**src/rtl/atm_pkg.sv**
```systemverilog
// Shared definitions for the ATM ledger responder: operation and status
// codes, the fixed account-number table and the per-entry PIN table.
// No ports; imported by account_ledger_responder and acct_scan.
package atm_pkg;

  typedef enum logic [2:0] {
    OP_AUTH     = 3'd0,
    OP_BALANCE  = 3'd1,
    OP_DEBIT    = 3'd2,
    OP_CREDIT   = 3'd3,
    OP_TRANSFER = 3'd4
  } op_e;

  typedef enum logic [2:0] {
    ST_OK       = 3'd0,
    ST_NO_ACCT  = 3'd1,
    ST_BAD_PIN  = 3'd2,
    ST_INSUFF   = 3'd3,
    ST_OVERFLOW = 3'd4,
    ST_NO_DEST  = 3'd5,
    ST_BAD_OP   = 3'd6
  } status_e;

  // Index width holds 0..TABLE_SIZE so the scanner can step one past the end.
  localparam int TABLE_SIZE = 10;
  localparam int IDX_W      = 4;

  function automatic logic [11:0] acct_at(input logic [IDX_W-1:0] idx);
    logic [11:0] num;
    case (idx)
      4'd0:    num = 12'd2749;
      4'd1:    num = 12'd2175;
      4'd2:    num = 12'd2429;
      4'd3:    num = 12'd2125;
      4'd4:    num = 12'd2178;
      4'd5:    num = 12'd2647;
      4'd6:    num = 12'd2816;
      4'd7:    num = 12'd2910;
      4'd8:    num = 12'd2299;
      4'd9:    num = 12'd2689;
      default: num = 12'd0;
    endcase
    return num;
  endfunction

  // Entry i carries PIN i.
  function automatic logic [3:0] pin_at(input logic [IDX_W-1:0] idx);
    return idx;
  endfunction

endpackage

```
**src/rtl/acct_scan.sv**
```systemverilog
// Sequential account-table scanner. One table entry is compared per cycle,
// lowest index first. After the last entry it spends one further cycle at
// index NUM_ACCTS to report a miss.
// Ports: clk, rst (sync, active high), start (restart scan at index 0),
// key (account number sought), done (result valid this cycle),
// found (key matched at index), index (current entry).
module acct_scan
  import atm_pkg::*;
#(
  parameter int NUM_ACCTS = 10
) (
  input  logic             clk,
  input  logic             rst,
  input  logic             start,
  input  logic [11:0]      key,
  output logic             done,
  output logic             found,
  output logic [IDX_W-1:0] index
);

  localparam logic [IDX_W-1:0] END_IDX = IDX_W'(NUM_ACCTS);

  logic [IDX_W-1:0] idx;
  logic             busy;
  logic             hit;

  assign hit   = busy && (idx != END_IDX) && (acct_at(idx) == key);
  assign done  = busy && (hit || (idx == END_IDX));
  assign found = hit;
  assign index = idx;

  always_ff @(posedge clk) begin
    if (rst) begin
      busy <= 1'b0;
      idx  <= '0;
    end else if (start) begin
      busy <= 1'b1;
      idx  <= '0;
    end else if (busy) begin
      if (done) busy <= 1'b0;
      else      idx  <= idx + 1'b1;
    end
  end

endmodule

```
**src/rtl/account_ledger_responder.sv**
```systemverilog
// Bank-side ledger responder. Accepts one request over req_valid/req_ready,
// scans for source (and destination) accounts, checks the PIN, applies the
// ledger update atomically and returns status and source balance over
// rsp_valid/rsp_ready.
// Ports: clk, rst (sync, active high); req_valid/req_ready handshake with
// req_op, req_acct, req_pin, req_dest, req_amount; rsp_valid/rsp_ready
// handshake with rsp_status, rsp_balance.
//
// state      | meaning
// S_IDLE     | ready for a request
// S_SRC      | scanning for the source account
// S_DST      | scanning for the destination account (transfer)
// S_EXEC     | PIN check and ledger update
// S_RESP     | response held until accepted
module account_ledger_responder
  import atm_pkg::*;
#(
  parameter int NUM_ACCTS = 10,
  parameter int BAL_W     = 16,
  parameter int AMT_W     = 11,
  parameter int INIT_BAL  = 500
) (
  input  logic             clk,
  input  logic             rst,
  input  logic             req_valid,
  output logic             req_ready,
  input  logic [2:0]       req_op,
  input  logic [11:0]      req_acct,
  input  logic [3:0]       req_pin,
  input  logic [11:0]      req_dest,
  input  logic [AMT_W-1:0] req_amount,
  output logic             rsp_valid,
  input  logic             rsp_ready,
  output logic [2:0]       rsp_status,
  output logic [BAL_W-1:0] rsp_balance
);

  typedef enum logic [2:0] {S_IDLE, S_SRC, S_DST, S_EXEC, S_RESP} state_e;

  state_e state, state_nxt;

  logic [2:0]       op_q;
  logic [11:0]      acct_q, dest_q;
  logic [3:0]       pin_q;
  logic [AMT_W-1:0] amount_q;
  logic [IDX_W-1:0] src_idx, dst_idx;
  logic [BAL_W-1:0] bal [NUM_ACCTS];

  logic             accept, bad_op, scan_start, scan_done, scan_found;
  logic [11:0]      scan_key;
  logic [IDX_W-1:0] scan_index;

  assign req_ready = (state == S_IDLE);
  assign rsp_valid = (state == S_RESP);
  assign accept    = req_ready && req_valid;
  assign bad_op    = (req_op > 3'd4);
  assign scan_key  = (state == S_DST) ? dest_q : acct_q;

  // The destination scan restarts on the same edge the source scan hits.
  assign scan_start = (accept && !bad_op) ||
                      (state == S_SRC && scan_done && scan_found && op_q == OP_TRANSFER);

  acct_scan #(.NUM_ACCTS(NUM_ACCTS)) u_scan (
    .clk   (clk),
    .rst   (rst),
    .start (scan_start),
    .key   (scan_key),
    .done  (scan_done),
    .found (scan_found),
    .index (scan_index)
  );

  always_ff @(posedge clk) begin
    if (rst) state <= S_IDLE;
    else     state <= state_nxt;
  end

  always_comb begin
    state_nxt = state;
    case (state)
      S_IDLE: if (accept) state_nxt = bad_op ? S_RESP : S_SRC;
      S_SRC:  if (scan_done)
                state_nxt = !scan_found ? S_RESP :
                            (op_q == OP_TRANSFER) ? S_DST : S_EXEC;
      S_DST:  if (scan_done) state_nxt = scan_found ? S_EXEC : S_RESP;
      S_EXEC: state_nxt = S_RESP;
      S_RESP: if (rsp_ready) state_nxt = S_IDLE;
      default: state_nxt = S_IDLE;
    endcase
  end

  // Ledger arithmetic; sums carry one extra bit so overflow never wraps.
  logic [BAL_W-1:0] amt_ext, src_bal, dst_bal, src_new, dst_new, ex_bal;
  logic [BAL_W:0]   src_sum, dst_sum;
  logic [2:0]       ex_status;
  logic             wr_src, wr_dst;

  assign amt_ext = {{(BAL_W-AMT_W){1'b0}}, amount_q};
  assign src_bal = bal[src_idx];
  assign dst_bal = bal[dst_idx];
  assign src_sum = {1'b0, src_bal} + {1'b0, amt_ext};
  assign dst_sum = {1'b0, dst_bal} + {1'b0, amt_ext};

  always_comb begin
    ex_status = ST_OK;
    ex_bal    = src_bal;
    wr_src    = 1'b0;
    wr_dst    = 1'b0;
    src_new   = src_bal;
    dst_new   = dst_bal;
    if (pin_q != pin_at(src_idx)) begin
      ex_status = ST_BAD_PIN;
      ex_bal    = '0;
    end else begin
      case (op_q)
        OP_DEBIT:
          if (amt_ext > src_bal) ex_status = ST_INSUFF;
          else begin
            wr_src  = 1'b1;
            src_new = src_bal - amt_ext;
          end
        OP_CREDIT:
          if (src_sum[BAL_W]) ex_status = ST_OVERFLOW;
          else begin
            wr_src  = 1'b1;
            src_new = src_sum[BAL_W-1:0];
          end
        OP_TRANSFER:
          if (src_idx == dst_idx) ex_status = ST_OK;
          else if (amt_ext > src_bal) ex_status = ST_INSUFF;
          else if (dst_sum[BAL_W]) ex_status = ST_OVERFLOW;
          else begin
            wr_src  = 1'b1;
            wr_dst  = 1'b1;
            src_new = src_bal - amt_ext;
            dst_new = dst_sum[BAL_W-1:0];
          end
        default: ex_status = ST_OK;
      endcase
      ex_bal = src_new;
    end
  end

  always_ff @(posedge clk) begin
    if (rst) begin
      op_q        <= '0;
      acct_q      <= '0;
      dest_q      <= '0;
      pin_q       <= '0;
      amount_q    <= '0;
      src_idx     <= '0;
      dst_idx     <= '0;
      rsp_status  <= '0;
      rsp_balance <= '0;
      for (int i = 0; i < NUM_ACCTS; i++) bal[i] <= BAL_W'(INIT_BAL);
    end else begin
      case (state)
        S_IDLE:
          if (accept) begin
            op_q     <= req_op;
            acct_q   <= req_acct;
            dest_q   <= req_dest;
            pin_q    <= req_pin;
            amount_q <= req_amount;
            if (bad_op) begin
              rsp_status  <= ST_BAD_OP;
              rsp_balance <= '0;
            end
          end
        S_SRC:
          if (scan_done) begin
            if (scan_found) src_idx <= scan_index;
            else begin
              rsp_status  <= ST_NO_ACCT;
              rsp_balance <= '0;
            end
          end
        S_DST:
          if (scan_done) begin
            if (scan_found) dst_idx <= scan_index;
            else begin
              rsp_status  <= ST_NO_DEST;
              rsp_balance <= '0;
            end
          end
        S_EXEC: begin
          rsp_status  <= ex_status;
          rsp_balance <= ex_bal;
          if (wr_src) bal[src_idx] <= src_new;
          if (wr_dst) bal[dst_idx] <= dst_new;
        end
        default: ;
      endcase
    end
  end

endmodule
```
**config.mk**
```make
export PLATFORM = sky130hd
export DESIGN_NAME = account_ledger_responder
export DESIGN_NICKNAME = d
export VERILOG_FILES = /design/src/rtl/atm_pkg.sv /design/src/rtl/acct_scan.sv /design/src/rtl/account_ledger_responder.sv
export SDC_FILE = /design/constraint.sdc
export NUM_CORES = 1
export LEC_CHECK = 0
export BUFFER_PORTS_ARGS = -buffer_cell sky130_fd_sc_hd__buf_4
export CAP_MARGIN = 10
export CORE_ASPECT_RATIO = 1.75
export CORE_MARGIN = 2
export CORE_UTILIZATION = 50
export DETAILED_ROUTE_END_ITERATION = 7
export PLACE_DENSITY = 0.66
export SYNTH_ARGS = -nofsm -noshare
export SYNTH_HDL_FRONTEND = slang
export SYNTH_SLANG_ARGS = --single-unit
```
**constraint.sdc**
```tcl
create_clock -name clk -period 13.9 [get_ports clk]
set_clock_uncertainty 0.2 [all_clocks]
set_input_delay 1.39 -clock clk [delete_from_list [all_inputs] [get_ports clk]]
set_output_delay 1.39 -clock clk [all_outputs]
set_load 0.01 [all_outputs]
```
==> results.py, run 1 <==
metrics = {
    "run_status": {
        "status": "complete, no violations",
    },
    "sta": {
        "grt_setup_unrepaired": "false",
        "setup_violations": 0,
        "fin_ws_ps": 6420,
        "max_freq_ghz": 0.134,
        "hold_violations": 0,
        "setup_tns_ps": 0,
        "worstMarginPinSlew_ps": 1150,
        "period_share_pct": 53.8,
        "relSlewSlack_pct": 22.4,
        "hold_slack_ps": 255,
        "period_minus_slack_ps": 7480,
        "maxSlewViolCount": 0,
    },
    "worst_setup_path": {
        "start_kind": "register",
        "crit_family": "simple AND/OR/NAND/NOR gates",
        "cp_max_fo": 41,
        "crit_type": "reg -> reg",
        "path_depth": 14,
        "path_cells": "buf_4 > mux4_2 > mux4_2 > fa_1 > nor2b_1 > o311a_1 > o22ai_1 > o221ai_1 > and4_1 > o22ai_2 > nand2_1 > buf_4 > nor3_1 > or3_1",
        "cp.arrival_ps": 7450,
        "r2r_cells": 14,
        "worstSetupEndpointType": "register",
        "cp.buffers_inverters": 2,
        "cpPeakStageDelay_ps": 770,
        "slowest_stage": "buf_4",
        "required_ps": 13870,
    },
    "drt": {
        "wl_per_cell_um": 32.9,
        "drt_iter0_markers": 1904,
        "drt_first_pass_iters": 8,
        "vias": 16886,
        "antenna_left": 0,
        "vias_per_cell": 7.13,
        "remaining_drc_errors": 0,
        "routed_wl_um": 78000,
    },
    "finish": {
        "area_growth_pct": 10.0,
        "postLayoutCellArea_mm2": 0.0232,
        "drive_gt1_share_pct": 22.2,
        "seq_area_mm2": 0.00962,
        "antenna_cells": 0,
        "multi_input_area_mm2": 0.0108,
        "fin_nets": 1872,
        "fillers": 3555,
    },
    "global_route": {
        "grt_pass1_wl_um": 113000,
        "grt_use_total_pct": 35.4,
        "grt_antenna_before_repair": 1,
        "grt_pass1_vias": 17077,
        "grt_max_degree": 71,
        "grt_overflow": 0,
    },
    "place": {
        "dpl.hpwl_um": 58000,
        "gp_congestion": 0.987,
        "preCtsSetupSlack_ps": 6480,
        "io_buffers": 66,
        "place_area_mm2": 0.0221,
    },
    "logic_synthesis": {
        "syn_inst": 1787,
        "synthArstFlopShare_pct": 0,
        "postSynthAreaPerCell_um2": 11.8,
        "synthesis.nets": 1872,
        "synth-edff-count": 256,
        "synth_top_cell_area_share_pct": 36.4,
        "synth-main-ff-cell": "edfxtp_1",
        "synthTopCellsByArea": "edfxtp_1 (36%), mux4_2 (16%), dfxtp_1 (9.1%), mux2i_1 (3.2%), a22oi_1 (3.0%)",
        "ys_seq_area_share_pct": 45.5,
        "synth_area_leader_cell": "edfxtp_1",
        "synth_cell_types": 86,
        "synthesis.area_mm2": 0.0211,
        "synth-seq-cells": 352,
        "yosys_warnings": 0,
    },
    "cts": {
        "tritoncts": "built",
        "cts.sinks": 352,
        "cts_resized": 0,
        "clkSlewWorstSetupHoldPaths_ps": 60,
        "worstSkewPairLatency_ps": 560,
        "cts_buffers": 34,
        "hold_buffers": 0,
        "htreeDepth": 2,
        "cts.path.max_buffers": 3,
        "cts-root-buf": "clkbuf_16",
        "post_cts_buffers": 0,
    },
    "power_and_ir_drop": {
        "vdd_ir_drop_max_mv": 0.130,
        "leakage_uw": 0.00743,
        "power_uw": 2560,
        "power_density_mw_per_mm2": 110,
    },
    "floorplan": {
        "num_rows": 99,
        "initial_core_util_pct": 50.7,
        "core_mm2": 0.0416,
        "ios": 67,
        "die_w_um": 159,
        "dieArea_mm2": 0.0439,
        "die_h_um": 276,
    },
    "hold_path": {
        "hold_depth": 2,
        "hp-class": "reg -> reg",
        "worstHoldStart": "dest_q[6]$_SDFFE_PP0P_",
    },
    "flow_run": {
        "cap_violations": 0,
    },
}
-- logic make-up after synthesis --
family / after synthesis / share of synthesized area, %
AOI/OAI and AO/OA: 474 / 15.5
xor gates and xnor gates: 32 / 1.33
adders and majority gates: 39 / 2.42
buffers and inverters: 183 / 3.78
DFF: 352 / 45.5
muxes: 235 / 20.4
and+or+nand+nor: 472 / 11.1
-- registers in the layout (all words and copies together) (netlist names), 4 cells and up, named ones only --
signal	count
src_idx	4
bal	256
acct_q	12
dest_q	12
dst_idx	4
u_scan.index	4
amount_q	11
pin_q	4
rsp_balance	16
-- synthesized netlist by cell type (7+ instances only) --
library cell	count
edfxtp_1	256
nor2b_1	14
or4_1	8
buf_2	44
clkbuf_1	78
nor4_1	18
dfxtp_1	96
buf_4	7
nand2b_1	15
nand2_1	168
nand4_1	11
xnor2_1	24
and2_1	11
o31ai_1	9
or2_2	7
mux4_2	153
nor2_1	86
a21o_1	9
nor3_1	40
buf_1	11
mux2_2	10
a22oi_1	84
a21oi_1	101
o22ai_2	11
xor2_1	8
or3_1	27
mux2i_1	67
o32ai_1	21
a31oi_1	12
o21a_1	8
o21ai_1	10
o21ai_0	42
ha_1	36
nand3_1	27
inv_1	38
o22ai_1	89
a211oi_1	7
a221oi_1	7
-- layer usage --
metal | global-route usage (%) | up-vias | share of wire (%)
met5 | 0 | - | 0.021
met4 | 34.3 | 2 | 12
met3 | 5.03 | 374 | 6.5
met2 | 63.5 | 1038 | 51
met1 | 34.8 | 8342 | 30
li1 | - | 7130 | -
-- area by class of cell --
| class | instances | share of cell area [%] |
|---|---|---|
| Inverter | 39 | 0.631 |
| Tap cell | 555 | 2.99 |
| Sequential cell | 352 | 41.4 |
| Clock inverter | 14 | 0.852 |
| Multi-Input combinational cell | 1252 | 46.5 |
| Timing Repair Buffer | 108 | 3.49 |
| Clock buffer | 47 | 4.10 |
-- final timing paths --
kind	end	slack (ps)
setup / recovery	bal[1][2]$_DFFE_PP_	6420
hold / removal	dest_q[6]$_SDFFE_PP0P_	260
setup reg to reg	bal[1][2]$_DFFE_PP_	6420
hold reg to reg	dest_q[6]$_SDFFE_PP0P_	260
-- cells in the final DEF (no fill, tap or decap), types with 14 or more instances in the layout --
cell       netlist  routed
nor2_1          86      86
clkbuf_16        0      35
edfxtp_1       256     256
nor3_1          40      39
a21oi_1        101     100
o22ai_1         89      89
o21ai_0         42      35
nand2b_1        15      15
ha_1            36      36
xnor2_1         24      24
dfxtp_1         96      91
mux2i_1         67      62
mux4_2         153     153
nor4_1          18      16
nand3_1         27      27
nor2b_1         14      14
or3_1           27      27
inv_1           38      38
nand2_1        168     168
buf_4            7     108
a22oi_1         84      84
o32ai_1         21      21
-- worst reg2reg max path, delay by kind of cell (launching register included) --
kind                     cells  cell delay (ps)
adder cells (fa/ha/maj)      1              460
buffers and inverters        2             1060
AO/OA/AOI/OAI                4             1370
AND/OR/NAND/NOR              5             2100
flip-flops                   1              660
multiplexers                 2             1240
-- through the flow --
step | util [%] | cells
after floorplan | - | 1787
after global placement | 53.0 | 2306
after detailed placement | 53.0 | 2306
after CTS | 55.8 | 2367
after global routing | 55.8 | 2367
final | 55.8 | 2367
-- where the power goes --
group,total (uW),internal [uW],switching [uW]
clock network,980,544,436
logic,393,129,264
registers,1180,1150,33.5
total,2560,1820,734
Note: power is estimated with default switching activity, not from simulation.
==> run 2: changes to the inputs <==
ABC_AREA = 1   (was unset)
PLACE_DENSITY = 0.69   (was 0.66)
clock period = 6.2 ns   (was 13.9 ns; I/O delays follow)
==> results.py, run 2 <==
metrics = {
    "logic_synthesis": {
        "synthArstFlopShare_pct": 0,
        "syn_inst": 3113,
        "postSynthAreaPerCell_um2": 7.42,
        "synthesis.nets": 3198,
        "ys_seq_area_share_pct": 41.6,
        "synthesis.area_mm2": 0.0231,
        "synth_simple_gate_area_share_pct": 25.7,
        "synth_fa_ha_area_share_pct": 2.21,
        "synth_top_family_by_area": "simple AND/OR/NAND/NOR gates",
        "synthTopCellsByArea": "edfxtp_1 (33%), nand2_1 (10%), o21ai_0 (8.6%), dfxtp_1 (8.3%), nand3_1 (5.9%)",
        "synth_cell_types": 56,
        "synth-main-ff-cell": "edfxtp_1",
        "synth_area_leader_cell": "edfxtp_1",
        "yosys_warnings": 0,
        "synthXorXnorAreaFrac_pct": 1.45,
        "synth.area.mux_share_pct": 0,
        "yosysMostFrequentCell": "nand2_1",
        "synth_top_cell_area_share_pct": 33.3,
        "synth_common_cells": "nand2_1 (638), o21ai_0 (398), nor2_1 (329)",
        "synth_compound_area_share_pct": 19.6,
        "synth-seq-cells": 352,
        "synth-edff-count": 256,
    },
    "sta": {
        "worstMarginPinSlew_ps": 1060,
        "max_freq_ghz": 0.171,
        "period_share_pct": 94.2,
        "setup_tns_ps": 0,
        "maxSlewViolCount": 0,
        "hold_violations": 0,
        "relSlewSlack_pct": 28.7,
        "grt_setup_unrepaired": "false",
        "period_minus_slack_ps": 5840,
        "setup_violations": 0,
    },
    "finish": {
        "area_growth_pct": 10.1,
        "final_cell_mix": "nand2_1 (638), o21ai_0 (395), nor2_1 (329)",
        "largest-register": "bal",
        "largest_register_ffs": 256,
        "fin_nets": 3205,
        "seq_area_mm2": 0.00962,
        "final_common_cell": "nand2_1",
        "fillers": 4267,
        "postLayoutCellArea_mm2": 0.0254,
        "drive_gt1_share_pct": 11.3,
        "post-route-util_pct": 55.5,
        "top_regs": "bal: 256 flops, rsp_balance: 16 flops",
        "multi_input_area_mm2": 0.0113,
    },
    "drt": {
        "drt_first_pass_iters": 6,
        "wl_per_cell_um": 23.4,
        "vias": 23028,
        "antenna_left": 0,
        "vias_per_cell": 6.17,
        "routed_wl_um": 87200,
        "remaining_drc_errors": 0,
        "drt_iter0_markers": 2323,
    },
    "worst_setup_path": {
        "start_kind": "register",
        "cp_max_fo": 140,
        "crit_type": "reg -> reg",
        "required_ps": 6280,
        "worstSetupEndpointType": "register",
        "cp.arrival_ps": 5920,
    },
    "global_route": {
        "grt_overflow": 0,
        "grt_pass1_vias": 22315,
        "grt_pass1_wl_um": 130000,
        "grt_antenna_before_repair": 2,
        "grt_use_total_pct": 35.4,
        "grt_max_degree": 141,
    },
    "place": {
        "gp_congestion": 1.01,
        "place_area_mm2": 0.0242,
        "dpl.hpwl_um": 63000,
        "io_buffers": 66,
    },
    "run_status": {
        "status": "complete, no violations",
    },
    "cts": {
        "cts-root-buf": "clkbuf_16",
        "clkSlewWorstSetupHoldPaths_ps": 60,
        "tritoncts": "built",
        "hold_buffers": 0,
        "htreeDepth": 2,
        "cts.path.max_buffers": 3,
        "cts.sinks": 352,
        "cts_buffers": 35,
        "worstSkewPairLatency_ps": 550,
    },
    "flow_run": {
        "cap_violations": 0,
    },
    "power_and_ir_drop": {
        "power_density_mw_per_mm2": 263,
        "leakage_uw": 0.0100,
        "vdd_ir_drop_max_mv": 0.361,
    },
    "floorplan": {
        "ios": 67,
        "dieArea_mm2": 0.0480,
        "initial_core_util_pct": 50.4,
        "num_rows": 104,
        "die_w_um": 166,
        "die_h_um": 288,
        "core_mm2": 0.0458,
    },
    "hold_path": {
        "hp-class": "in -> reg",
        "worstHoldStart": "req_dest[6]",
    },
}
## run 2: cell types whose count changed after synthesis, moves of 78 or more
cell     delta
o21ai_1    +90
inv_1     +229
mux4_2    -153
o21ai_0   +356
a22oi_1    -78
nor2_1    +243
a21oi_1    +92
nand3_1   +247
nand2_1   +470
## run 2: layout make-up
class	count	area share, %
antenna	3	0.0295
inverter	300	4.46
clock inverter	11	0.551
multi-input combinational	2261	44.7
tap	583	2.87
timing repair buffer	170	5.43
clock buffer	52	4.14
sequential	352	37.9
## run 2: final timing paths
check                            to  slack [ps]  cells after the start
max            bal[15][6]$_DFFE_PP_         360                     21
min          dest_q[6]$_SDFFE_PP0P_         100                      3
max reg2reg    bal[15][6]$_DFFE_PP_         360                     21
min reg2reg  acct_q[4]$_SDFFE_PP0P_         260                      2
## run 2: per-layer routing
layer	share of wire [%]	up-vias	GRT usage, %
li1	-	10571	-
met1	32	10660	36.4
met2	51	1391	64.7
met3	8.4	406	5.36
met4	8.8	0	27.1
met5	0	-	0
## run 2: cells by family (layout without fill, tap and decap cells)
family                   Yosys count  after routing
AO/OA/AOI/OAI                    823            823
other                              0              3
AND/OR/NAND/NOR                 1363           1363
flip-flops                       352            352
adder cells (fa/ha/maj)           39             39
XOR/XNOR                          36             36
buffers and inverters            500            533
## run 2: power breakdown
group | switching, uW | total (uW) | leakage [uW] | internal, uW
Combinational | 1220 | 1700 | 0.00612 | 478
Sequential | 78.3 | 2700 | 0.00331 | 2630
Clock | 976 | 2280 | 0.000589 | 1310
## run 2: critical path, cell delays in order (launching register included)
cell and delay (ps):
dfxtp_4 370, buf_12 390, a21oi_1 150, o221ai_1 540, nand2_1 120, ha_1 350
fa_1 530, nand3_1 120, nand3_1 120, nand2_1 100, nand2_1 210, nand2_2 160
inv_2 80, nand2_4 120, nand4_4 190, nand2_4 210, nand3_4 130, inv_6 180
buf_6 390, nand3_2 450, nand2_1 190, o21ai_1 90
## run 2: repair_timing
action / 4_1_cts / 5_1_grt
setup endpoints to repair: 0 / 37
resized for setup: 0 / 1
setup buffers: 0 / 0
hold endpoints to repair: 0 / 0
## run 2: metrics by stage
step           power [uW]  instances  hold WS, ps  setup WS [ps]
2_1_floorplan        3850       3113          225            723
3_3_place_gp         4410       3666          238            450
3_5_place_dp         4410       3666          251            309
4_1_cts              6660       3729         89.2            289
5_1_grt              6930       3730          120           26.0
6_report             6690       3732          101            357
